===== src/rtl/sw_debounce.sv =====
// Multi-bit switch debouncer: two-flop synchronizer, shared sample-tick prescaler,
// per-bit stability counters and a short start-up sequence that preloads the outputs.
module sw_debounce #(
  parameter int NUM_BITS     = 18,
  parameter int TICK_DIV     = 50000,
  parameter int STABLE_TICKS = 20
) (
  input  logic                clk,
  input  logic                rst_n,
  input  logic [NUM_BITS-1:0] SW,
  output logic [NUM_BITS-1:0] SW_pressed,
  output logic                ready,
  output logic                busy
);

  // state | meaning
  // INIT0 | after reset, synchronizer filling (held two cycles)
  // INIT1 | sync2 carries the real switch level; load outputs on exit
  // RUN   | normal debounce operation until reset

  localparam int PW = $clog2(TICK_DIV);
  localparam int CW = $clog2(STABLE_TICKS);
  localparam logic [PW-1:0] PRESC_MAX = PW'(TICK_DIV - 1);
  localparam logic [CW-1:0] CNT_MAX   = CW'(STABLE_TICKS - 1);

  typedef enum logic [1:0] {
    INIT0 = 2'd0,
    INIT1 = 2'd1,
    RUN   = 2'd2
  } state_t;

  state_t              state_q, state_d;
  logic                prime_q;
  logic                load_init;
  logic [NUM_BITS-1:0] sync1_q, sync2_q;
  logic [NUM_BITS-1:0] pressed_q, pressed_d;
  logic                ready_q, ready_d;
  logic [PW-1:0]       presc_q, presc_d;
  logic                tick;
  logic [CW-1:0]       cnt_q [NUM_BITS];
  logic [CW-1:0]       cnt_d [NUM_BITS];

  assign tick    = (presc_q == PRESC_MAX);
  assign presc_d = tick ? '0 : presc_q + 1'b1;

  // INIT0 waits for prime_q so the INIT1->RUN load sees a fully synchronized level.
  always_comb begin
    state_d   = state_q;
    load_init = 1'b0;
    ready_d   = ready_q;
    case (state_q)
      INIT0: if (prime_q) state_d = INIT1;
      INIT1: begin
        state_d   = RUN;
        load_init = 1'b1;
        ready_d   = 1'b1;
      end
      RUN:     state_d = RUN;
      default: state_d = INIT0;
    endcase
  end

  always_comb begin
    pressed_d = pressed_q;
    for (int i = 0; i < NUM_BITS; i++) cnt_d[i] = cnt_q[i];
    if (load_init) begin
      pressed_d = sync2_q;
    end else if (state_q == RUN) begin
      for (int i = 0; i < NUM_BITS; i++) begin
        if (sync2_q[i] == pressed_q[i]) begin
          cnt_d[i] = '0;
        end else if (tick) begin
          if (cnt_q[i] == CNT_MAX) begin
            pressed_d[i] = sync2_q[i];
            cnt_d[i]     = '0;
          end else begin
            cnt_d[i] = cnt_q[i] + 1'b1;
          end
        end
      end
    end
  end

  always_ff @(posedge clk) begin
    if (!rst_n) begin
      state_q   <= INIT0;
      prime_q   <= 1'b0;
      sync1_q   <= '0;
      sync2_q   <= '0;
      pressed_q <= '0;
      ready_q   <= 1'b0;
      presc_q   <= '0;
      for (int i = 0; i < NUM_BITS; i++) cnt_q[i] <= '0;
    end else begin
      state_q   <= state_d;
      prime_q   <= 1'b1;
      sync1_q   <= SW;
      sync2_q   <= sync1_q;
      pressed_q <= pressed_d;
      ready_q   <= ready_d;
      presc_q   <= presc_d;
      for (int i = 0; i < NUM_BITS; i++) cnt_q[i] <= cnt_d[i];
    end
  end

  assign SW_pressed = pressed_q;
  assign ready      = ready_q;
  assign busy       = (state_q == RUN) && (|(sync2_q ^ pressed_q));

endmodule


===== config.mk =====
export PLATFORM = sky130hd
export DESIGN_NAME = sw_debounce
export DESIGN_NICKNAME = d
export VERILOG_FILES = /design/src/rtl/sw_debounce.sv
export SDC_FILE = /design/constraint.sdc
export NUM_CORES = 1
export LEC_CHECK = 0
export CORE_ASPECT_RATIO = 0.75
export CORE_UTILIZATION = 50
export CTS_BUF_LIST = sky130_fd_sc_hd__clkbuf_4
export CTS_CLUSTER_DIAMETER = 150
export CTS_CLUSTER_SIZE = 24
export DETAILED_ROUTE_END_ITERATION = 10
export DONT_BUFFER_PORTS = 1
export PLACE_DENSITY = 0.73
export SYNTH_ARGS = -nofsm -noshare
export SYNTH_HDL_FRONTEND = slang
export SYNTH_SLANG_ARGS = --single-unit

===== constraint.sdc =====
create_clock -name clk -period 6.7 [get_ports clk]
set_input_delay 1.005 -clock clk [delete_from_list [all_inputs] [get_ports clk]]
set_output_delay 1.005 -clock clk [all_outputs]
set_load 0.02 [all_outputs]

# After elaboration in Yosys (flattened, before gate mapping)
# Memory sizes are Yosys's and may differ from the RTL's.
# Index checks and enable logic that the tools add are counted.
# totals
rom_bits	0
ram_bits	90
wordCells	300
latchBits	0
in_bits	20
memories	1
reg_bits	74
# op_classes
mul	0
addsub	19
n_reduce_logical	43
div	0
bitwise_logic	20
shifts	0
mux	135
n_lt_le_gt_ge	0
eq_ne	58
# memory_table
memory	depth	width	rd	rd_ports_with_merged_regs	write_ports	line_no	rtl
cnt_q	18	5	18	0	18	40	logic [CW-1:0] cnt_q [NUM_BITS];
# op_table
cell	count
$mux 5	72
$mux 90	2
$add 5x1->5 const B	18
$eq 5x5->1 const B	18
$reduce_and 4->1	18
$mux 1	57
$reduce_bool 2->1	20
$ne 2x2->1 const B	19
$mux 18	2
$eq 1x1->1	18
$or 1x1->1	18
$reduce_or 18->1	1
$xor 18x18->18	1
$add 16x1->16 const B	1
$eq 16x16->1 const B	1
$pmux 2 s2	1
$reduce_or 2->1	2
$eq 2x1->1 const B	1
$eq 2x2->1 const B	1
$logic_not 2->1	1
$mux 2	1
$logic_and 1x1->1	1
$not 1->1	1

# Longest topological paths before layout
# Gate-level depths: netlist of the first run.
# depth
depth_word	7
depth_mapped	8

# Worst setup path before layout of the first run
# No wires, ideal clock.
# synth_timing
path_type	flip-flop to output port
start	register pressed_q[2], in the netlist SW_pressed[2]
end	output busy
path_stages_with_launch	5
t_arrival_ps	1437
slack_ps	4258
t_required_ps	5695
path_buffers	0
path_cell_list	dfxtp_1 -> xor2_1 -> nor4_1 -> nand3_1 -> o41a_1
# synth_via
elab_chain_len	3
# synth_lines
element	line_no	rtl
from (decl)	36	logic [NUM_BITS-1:0] pressed_q, pressed_d;
from (signal assigned)	99	pressed_q <= pressed_d;
$xor 18x18->18	108	assign busy = (state_q == RUN) && (|(sync2_q ^ pressed_q));
$reduce_or 18->1	108	
$logic_and 1x1->1	108	
to (decl)	13	output logic busy
# Every way passes these cells.

# Worst setup path after layout of the first run
# layout_timing
start	register pressed_q[5], in the netlist SW_pressed[5]
end	output busy
# The elaborated chain is that of the path after synthesis.

==> results of run 1 <==
registers in the layout, summed over array words and instances (netlist names):
| signal | flops |
|---|---|
| cnt_q | 90 |
| presc_q | 16 |
| SW_pressed | 18 |
| prime_q | 1 |
| sync2_q | 18 |
| state_q | 2 |
| ready | 1 |
| sync1_q | 18 |
layer usage:
metal / up-vias / track usage, % / share of wire [%]
li1: 3455 / - / -
met4: 0 / 6.47 / 1.3
met2: 215 / 33.1 / 42
met1: 3261 / 35.1 / 50
met5: - / 0 / 0
met3: 21 / 5.96 / 6.7
cell families (layout without fill, tap and decap cells):
kind of cell / Yosys count / count (layout) / synth area share (%)
compound gates: 169 / 169 / 12.7
flops: 164 / 164 / 39.6
mux: 49 / 49 / 5.91
simple gates: 425 / 425 / 28.0
xor+xnor: 67 / 67 / 7.07
fa+ha+maj: 23 / 23 / 3.47
buf+inv: 62 / 45 / 3.30
cell usage in the layout (no fill, tap or decap), types with 3 or more instances in the layout:
cell type,Yosys,final
dfxtp_1,164,164
nand2_1,115,115
nand3_1,93,93
a21oi_1,66,66
mux2i_1,49,49
xnor2_1,47,47
nor2_1,39,39
or4_1,38,37
and2_1,37,37
o31ai_1,32,32
o22ai_1,26,26
nor3_1,23,23
ha_1,23,23
xor2_1,20,20
clkbuf_4,0,19
and3_1,18,18
nor4bb_1,17,17
a31oi_1,17,17
o211ai_1,17,17
nand4b_1,15,15
inv_1,8,8
nand4_1,8,8
nor4_1,8,8
a21oi_2,6,6
inv_6,0,6
buf_4,1,5
clkinvlp_4,0,4
o21ai_0,3,3
worst max path at each step:
stage | slack (ns) | to
floorplan | 4.26 | busy
global placement | 3.90 | busy
detailed placement | 3.88 | cnt_q[8][4]
CTS | 3.25 | busy
global route | 3.14 | busy
finish | 3.30 | busy
through the flow:
stage,power [mW],utilization (%),instances,setup slack [ns]
after global placement,1.39,52.0,1120,3.90
after floorplan,1.32,-,959,4.26
after detailed placement,1.40,52.0,1120,3.88
after CTS,2.00,53.8,1152,3.25
final,1.99,53.8,1152,3.30
after global routing,2.08,53.8,1152,3.14
where the power goes:
part | internal [mW] | switching, mW | leakage (nW)
sequential | 1.00 | 0.0328 | 1.33
combinational | 0.105 | 0.240 | 1.57
clock | 0.235 | 0.374 | 0.145
layout make-up:
class	instances	area (sq um)	share of cell area, %
Clock buffer	19	143	1.65
Clock inverter	13	146	1.69
Inverter	8	30.0	0.347
Multi-Input combinational cell	733	4760	55.0
Sequential cell	164	3280	37.9
Tap cell	210	263	3.03
Timing Repair Buffer	5	37.5	0.433
==> flow_metrics.env, run 1 <==
export IMPL_drive_gt1_share_pct=5.52
export IMPL_worstPathMaxFanout=5
export IMPL_mappedNetlistArea_sq_um=8300
export IMPL_synth_cell_types=42
export IMPL_htreeDepth=4
export IMPL_finalInstanceArea_sq_um=8670
export IMPL_route_detailed_drc=0
export IMPL_placed_area_sq_um=8380
export IMPL_fillerInstances=1508
export IMPL_synth_common_cells="164 x dfxtp_1, 115 x nand2_1, 93 x nand3_1"
export IMPL_vdd_ir_drop_max_mv=0.184
export IMPL_cts_inserted_buffers=17
export IMPL_maxSlewViolCount=0
export IMPL_synth_fp_nets=1002
export IMPL_start_kind="flop"
export IMPL_layout_nets=972
export IMPL_cp_depth=4
export IMPL_holdPathEnd="sync2_q[12]"
export IMPL_grtUsageTotal_pct=23.5
export IMPL_startpoint="SW_pressed[5]"
export IMPL_yosysTopAreaCell="dfxtp_1"
export IMPL_cp_required_ns=5.69
export IMPL_dieArea_sq_um=17100
export IMPL_holdCritStartpoint="sync1_q[12]"
export IMPL_cts_resized_gates=0
export IMPL_vias=6952
export IMPL_crit_path_cell_trace="xor2_1 -> nor4_1 -> nand3_1 -> o41a_1"
export IMPL_ys_warn_count=0
export IMPL_ant_nets=0
export IMPL_dpl_hpwl_mm=11.9
export IMPL_cts_root_buffer="clkbuf_4"
export IMPL_synth_edf_count=0
export IMPL_yosys_area_top_type_share_pct=39.6
export IMPL_worst_r2r_path_depth=5
export IMPL_crit_type="reg -> out"
export IMPL_drt_wl_total_mm=19.6
export IMPL_rows=40
export IMPL_route_detailed_wl_per_inst_um=17.0
export IMPL_syn2layout_area_growth_pct=4.40
export IMPL_ys_seq_area_share_pct=39.6
export IMPL_io_buffers=0
export IMPL_worstSetupEndpointType="output port"
export IMPL_synth_seq_cells=164
export IMPL_min_period_over_period_pct=50.8
export IMPL_core_area_sq_um=16100
export IMPL_io_pins=40
export IMPL_synth_most_common_cell="dfxtp_1"
export IMPL_gp_congestion=0.786
export IMPL_status="finished, final reports clean"
export IMPL_cts_sinks=164
export IMPL_hp_class="reg -> reg"
export IMPL_die_w_um=151
export IMPL_clk_latency_ns=0.58
export IMPL_r2r_start="presc_q[14]"
export IMPL_crit_slowest_cell="dfxtp_1"
export IMPL_path_clk_slew_ns=0.14
export IMPL_grt_ovfl_total=0
export IMPL_diodes=0
export IMPL_path_delay_family="simple AND/OR/NAND/NOR gates"
export IMPL_fmax_mhz=294
export IMPL_antenna_found_initial=0
export IMPL_rrSetupSlack_ns=3.79
export IMPL_drt_pass1_iterations=5
export IMPL_synthCells=959
export IMPL_drv_cap=0
export IMPL_first_global_vias=6120
export IMPL_drtIter0Drc=577
export IMPL_max_slew_margin_pct=25.7
export IMPL_tns_ns=0
export IMPL_cts_tree="built"
export IMPL_finalSetupViolations=0
export IMPL_grt_max_degree=166
export IMPL_cts_hold_fix_buffers=0
export IMPL_start_util_pct=51.5
export IMPL_post_cts_setup_buffer_count=0
export IMPL_leakagePower_nw=3.04
export IMPL_avgSynthCellArea_sq_um=8.66
export IMPL_worst_pin_slew_ns=1.11
export IMPL_fin_skew_ns=0.0219
export IMPL_min_period_ns=3.40
export IMPL_synth_ff_type="dfxtp_1"
export IMPL_async_flop_share_pct=0
export IMPL_reg2reg_to="cnt_q[14][4]"
export IMPL_slowest_delay_ns=0.54
export IMPL_power_density_nw_per_um2=229
export IMPL_synth_area_leaders="dfxtp_1 40%, mux2i_1 5.9%, nand3_1 5.6%"
export IMPL_critPathBufInv=0
export IMPL_via_per_inst=6.03
export IMPL_arrival_ns=2.40
export IMPL_clockBufferDepth=2
export IMPL_hold_worst_slack_ns=0.451
export IMPL_hold_viol_final=0
export IMPL_min_path_cells=1
export IMPL_rsz0062_at_grt="false"
export IMPL_grt_first_pass_wirelength_mm=31.5
export IMPL_die_h_um=114
Power figures use the tool's default switching activity.
==> run 2: changes to the inputs <==
Clock period 6.7 ns to 3.4 ns, I/O delays scaled along.
==> flow_metrics.env, run 2 (synthesis results as in run 1) <==
export IMPL_fin_cells=1160
export IMPL_route_detailed_wl_per_inst_um=17.3
export IMPL_grt_first_pass_wirelength_mm=32.5
export IMPL_route_detailed_drc=0
export IMPL_leakagePower_nw=3.07
export IMPL_vias=7063
export IMPL_cts_inserted_buffers=17
export IMPL_ant_nets=0
export IMPL_cts_tree="built"
export IMPL_diodes=0
export IMPL_fillerInstances=1451
export IMPL_cp_required_ns=2.89
export IMPL_worstSetupEndpointType="output port"
export IMPL_drt_pass1_iterations=5
export IMPL_status="finished, final reports clean"
export IMPL_max_slew_margin_pct=27.9
export IMPL_fin_skew_ns=0.0273
export IMPL_crit_type="reg -> out"
export IMPL_via_per_inst=6.09
export IMPL_maxSlewViolCount=0
export IMPL_seqCellArea_sq_um=3280
export IMPL_cts_hold_fix_buffers=1
export IMPL_arrival_ns=2.42
export IMPL_largest_reg_flops=90
export IMPL_min_period_ns=2.93
export IMPL_placed_area_sq_um=8380
export IMPL_grtUsageTotal_pct=23.9
export IMPL_cts_resized_gates=0
export IMPL_dieArea_sq_um=17100
export IMPL_rows=40
export IMPL_layout_nets=980
export IMPL_finalInstanceArea_sq_um=8710
export IMPL_start_util_pct=51.5
export IMPL_drive_gt1_share_pct=5.58
export IMPL_dpl_hpwl_mm=12.3
export IMPL_clk_latency_ns=0.58
export IMPL_hold_viol_final=0
export IMPL_post_cts_setup_buffer_count=0
export IMPL_gp_congestion=0.786
export IMPL_io_buffers=0
export IMPL_power_density_nw_per_um2=441
export IMPL_die_h_um=114
export IMPL_hp_class="in -> reg"
export IMPL_die_w_um=151
export IMPL_rrSetupSlack_ns=0.65
export IMPL_multi_input_area_sq_um=4760
export IMPL_core_area_sq_um=16100
export IMPL_worstPathMaxFanout=5
export IMPL_cts_root_buffer="clkbuf_4"
export IMPL_drtIter0Drc=588
export IMPL_start_kind="flop"
export IMPL_path_clk_slew_ns=0.15
export IMPL_slowest_delay_ns=0.56
export IMPL_cts_sinks=164
export IMPL_min_period_over_period_pct=86.3
export IMPL_tns_ns=0
export IMPL_largest_register="cnt_q"
export IMPL_htreeDepth=4
export IMPL_crit_path_cell_trace="xor2_1 -> nor4_1 -> nand3_1 -> o41a_1"
export IMPL_antenna_found_initial=1
export IMPL_power_mw=3.85
export IMPL_io_pins=40
export IMPL_syn2layout_area_growth_pct=4.99
export IMPL_drt_wl_total_mm=20.0
export IMPL_fmax_mhz=341
export IMPL_drv_cap=0
export IMPL_crit_slowest_cell="dfxtp_1"
export IMPL_final_common_cell="dfxtp_1"
export IMPL_final_cell_mix="164 x dfxtp_1, 115 x nand2_1, 93 x nand3_1"
export IMPL_place_inst=1121
export IMPL_vdd_ir_drop_max_mv=0.367
export IMPL_grt_max_degree=166
export IMPL_finalSetupViolations=0
export IMPL_grt_ovfl_total=0
export IMPL_rsz0062_at_grt="false"
export IMPL_path_delay_family="simple AND/OR/NAND/NOR gates"
export IMPL_worst_pin_slew_ns=1.08
export IMPL_first_global_vias=6280
export IMPL_critPathBufInv=0
export IMPL_clockBufferDepth=2
[run 2: layer usage]
| metal | vias up | routed length [um] | GRT usage (%) |
|---|---|---|---|
| met5 | - | 0 | 0 |
| li1 | 3478 | - | - |
| met3 | 16 | 1670 | 6.80 |
| met4 | 0 | 232 | 6.20 |
| met1 | 3338 | 9980 | 35.6 |
| met2 | 231 | 8160 | 33.3 |
[run 2: cell type report]
cell class                      count  area share (%)
Inverter                            8           0.345
Tap cell                          210            3.02
Clock inverter                     15            1.52
Clock buffer                       17            1.46
Multi-Input combinational cell    733            54.7
Sequential cell                   164            37.7
Timing Repair Buffer               13            1.32
[run 2: final timing paths]
| kind | depth (start not counted) | startpoint | endpoint |
|---|---|---|---|
| setup / recovery | 4 | SW_pressed[7] | busy |
| hold / removal | 1 | SW[7] | sync1_q[7] |
| setup reg to reg | 4 | presc_q[14] | cnt_q[4][4] |
| hold reg to reg | 1 | sync1_q[0] | sync2_q[0] |
[run 2: power breakdown]
group / switching [mW] / internal [mW] / leakage, nW
Combinational: 0.477 / 0.216 / 1.60
Clock: 0.793 / 0.322 / 0.136
Sequential: 0.0653 / 1.97 / 1.33
[run 2: worst register-to-register path, stage by stage (launching register included)]
cell and delay [ns]:
dfxtp_1 0.42, or4bb_1 0.63, nor4_4 0.59, nand3_2 0.56, o31ai_1 0.44
[run 2: per-stage QoR]
step / setup WS, ns / util [%] / hold WS (ns)
6_report: 0.467 / 54.1 / 0.0525
5_1_grt: 0.302 / 54.1 / 0.00175
4_1_cts: 0.420 / 53.7 / 0.00663
3_5_place_dp: 0.744 / 52.0 / 0.426
3_3_place_gp: 0.817 / 52.0 / 0.414
2_1_floorplan: 1.25 / - / 0.412
==> run 3: changes to the inputs <==
Settings changed: CORE_UTILIZATION 50 to 52, PLACE_DENSITY 0.73 to 0.75.
==> flow_metrics.env, run 3 (synthesis results as in run 1) <==
export IMPL_max_slew_margin_pct=30.5
export IMPL_first_global_vias=6308
export IMPL_power_density_nw_per_um2=435
export IMPL_diodes=0
export IMPL_rsz0062_at_grt="false"
export IMPL_min_period_ns=2.90
export IMPL_dieArea_sq_um=16500
export IMPL_tns_ns=0
export IMPL_final_cell_mix="164 x dfxtp_1, 115 x nand2_1, 93 x nand3_1"
export IMPL_vdd_ir_drop_max_mv=0.377
export IMPL_cts_resized_gates=0
export IMPL_clk_latency_ns=0.59
export IMPL_antenna_found_initial=0
export IMPL_min_period_over_period_pct=85.3
export IMPL_drv_cap=0
export IMPL_dpl_hpwl_mm=12.2
export IMPL_largest_register="cnt_q"
export IMPL_status="finished, final reports clean"
export IMPL_largest_reg_flops=90
export IMPL_cp_required_ns=2.89
export IMPL_final_common_cell="dfxtp_1"
export IMPL_arrival_ns=2.39
export IMPL_finalSetupViolations=0
export IMPL_htreeDepth=4
export IMPL_leakagePower_nw=3.06
export IMPL_worst_pin_slew_ns=1.04
export IMPL_multi_input_area_sq_um=4760
export IMPL_drt_pass1_iterations=5
export IMPL_cts_inserted_buffers=17
export IMPL_vias=7009
export IMPL_worstPathMaxFanout=5
export IMPL_cts_hold_fix_buffers=1
export IMPL_maxSlewViolCount=0
export IMPL_grt_ovfl_total=0
export IMPL_hold_viol_final=0
export IMPL_post_cts_setup_buffer_count=0
export IMPL_ant_nets=0
export IMPL_fillerInstances=1410
export IMPL_cts_root_buffer="clkbuf_4"
export IMPL_drt_wl_total_mm=19.6
export IMPL_hold_worst_slack_ns=0.0399
export IMPL_route_detailed_drc=0
export IMPL_io_buffers=0
export IMPL_grt_first_pass_wirelength_mm=32.7
export IMPL_worstSetupEndpointType="output port"
export IMPL_core_area_sq_um=15400
export IMPL_syn2layout_area_growth_pct=4.97
export IMPL_hp_class="in -> reg"
export IMPL_cts_sinks=164
export IMPL_grt_max_degree=166
export IMPL_start_util_pct=53.8
export IMPL_via_per_inst=6.06
export IMPL_clockBufferDepth=2
export IMPL_die_w_um=148
export IMPL_die_h_um=111
export IMPL_drtIter0Drc=654
export IMPL_rows=39
export IMPL_fin_skew_ns=0.0170
export IMPL_start_kind="flop"
export IMPL_seqCellArea_sq_um=3280
export IMPL_layout_nets=981
export IMPL_gp_congestion=0.791
export IMPL_io_pins=40
export IMPL_fmax_mhz=345
export IMPL_route_detailed_wl_per_inst_um=17.0
export IMPL_drive_gt1_share_pct=5.68
export IMPL_path_clk_slew_ns=0.15
export IMPL_crit_type="reg -> out"
export IMPL_cts_tree="built"
export IMPL_grtUsageTotal_pct=24.8
==> run 3: per-stage QoR <==
step                      worst slack, ns  total power, mW  util [%]  std cells  cell area (sq um)
after floorplan                      1.25             2.60         -        959               8300
final                               0.498             3.79      56.5       1156               8710
after detailed placement            0.800             2.78      54.6       1118               8410
after CTS                           0.470             3.80      56.2       1151               8660
after global placement              0.846             2.76      54.6       1118               8410
after global routing                0.317             3.96      56.5       1156               8710
==> run 3: critical path: stages, from the launching register on <==
cell,delay [ns]
dfxtp_1,0.54
xor2_1,0.30
nor4_1,0.35
nand3_1,0.15
o41a_1,0.46
==> run 3: routing by layer <==
| layer | global-route usage, % | wire, um | up-vias |
|---|---|---|---|
| li1 | - | - | 3467 |
| met1 | 36.9 | 9740 | 3297 |
| met2 | 35.9 | 8230 | 228 |
| met3 | 5.41 | 1430 | 17 |
| met4 | 6.19 | 236 | 0 |
| met5 | 0 | 0 | - |
==> run 3: final cells by class <==
class,instances,share of cell area [%]
clock buffers,18,1.55
clock inverters,14,1.21
inverters,8,0.345
multi-input cells,733,54.6
flip-flops and latches,164,37.7
well taps,205,2.94
repair buffers,14,1.67
==> run 3: worst paths after layout <==
path,to,cells past startpoint,slack [ns],start
max,busy,4,0.50,SW_pressed[3]
min,sync1_q[10],1,0.04,SW[10]
max reg2reg,cnt_q[11][4],5,0.74,presc_q[14]
min reg2reg,sync2_q[1],1,0.46,sync1_q[1]
==> run 3: power by group <==
group / switching (mW) / internal [mW] / total [mW]
Combinational: 0.476 / 0.231 / 0.707
Clock: 0.742 / 0.303 / 1.04
Sequential: 0.0652 / 1.97 / 2.04
Total: 1.28 / 2.51 / 3.79
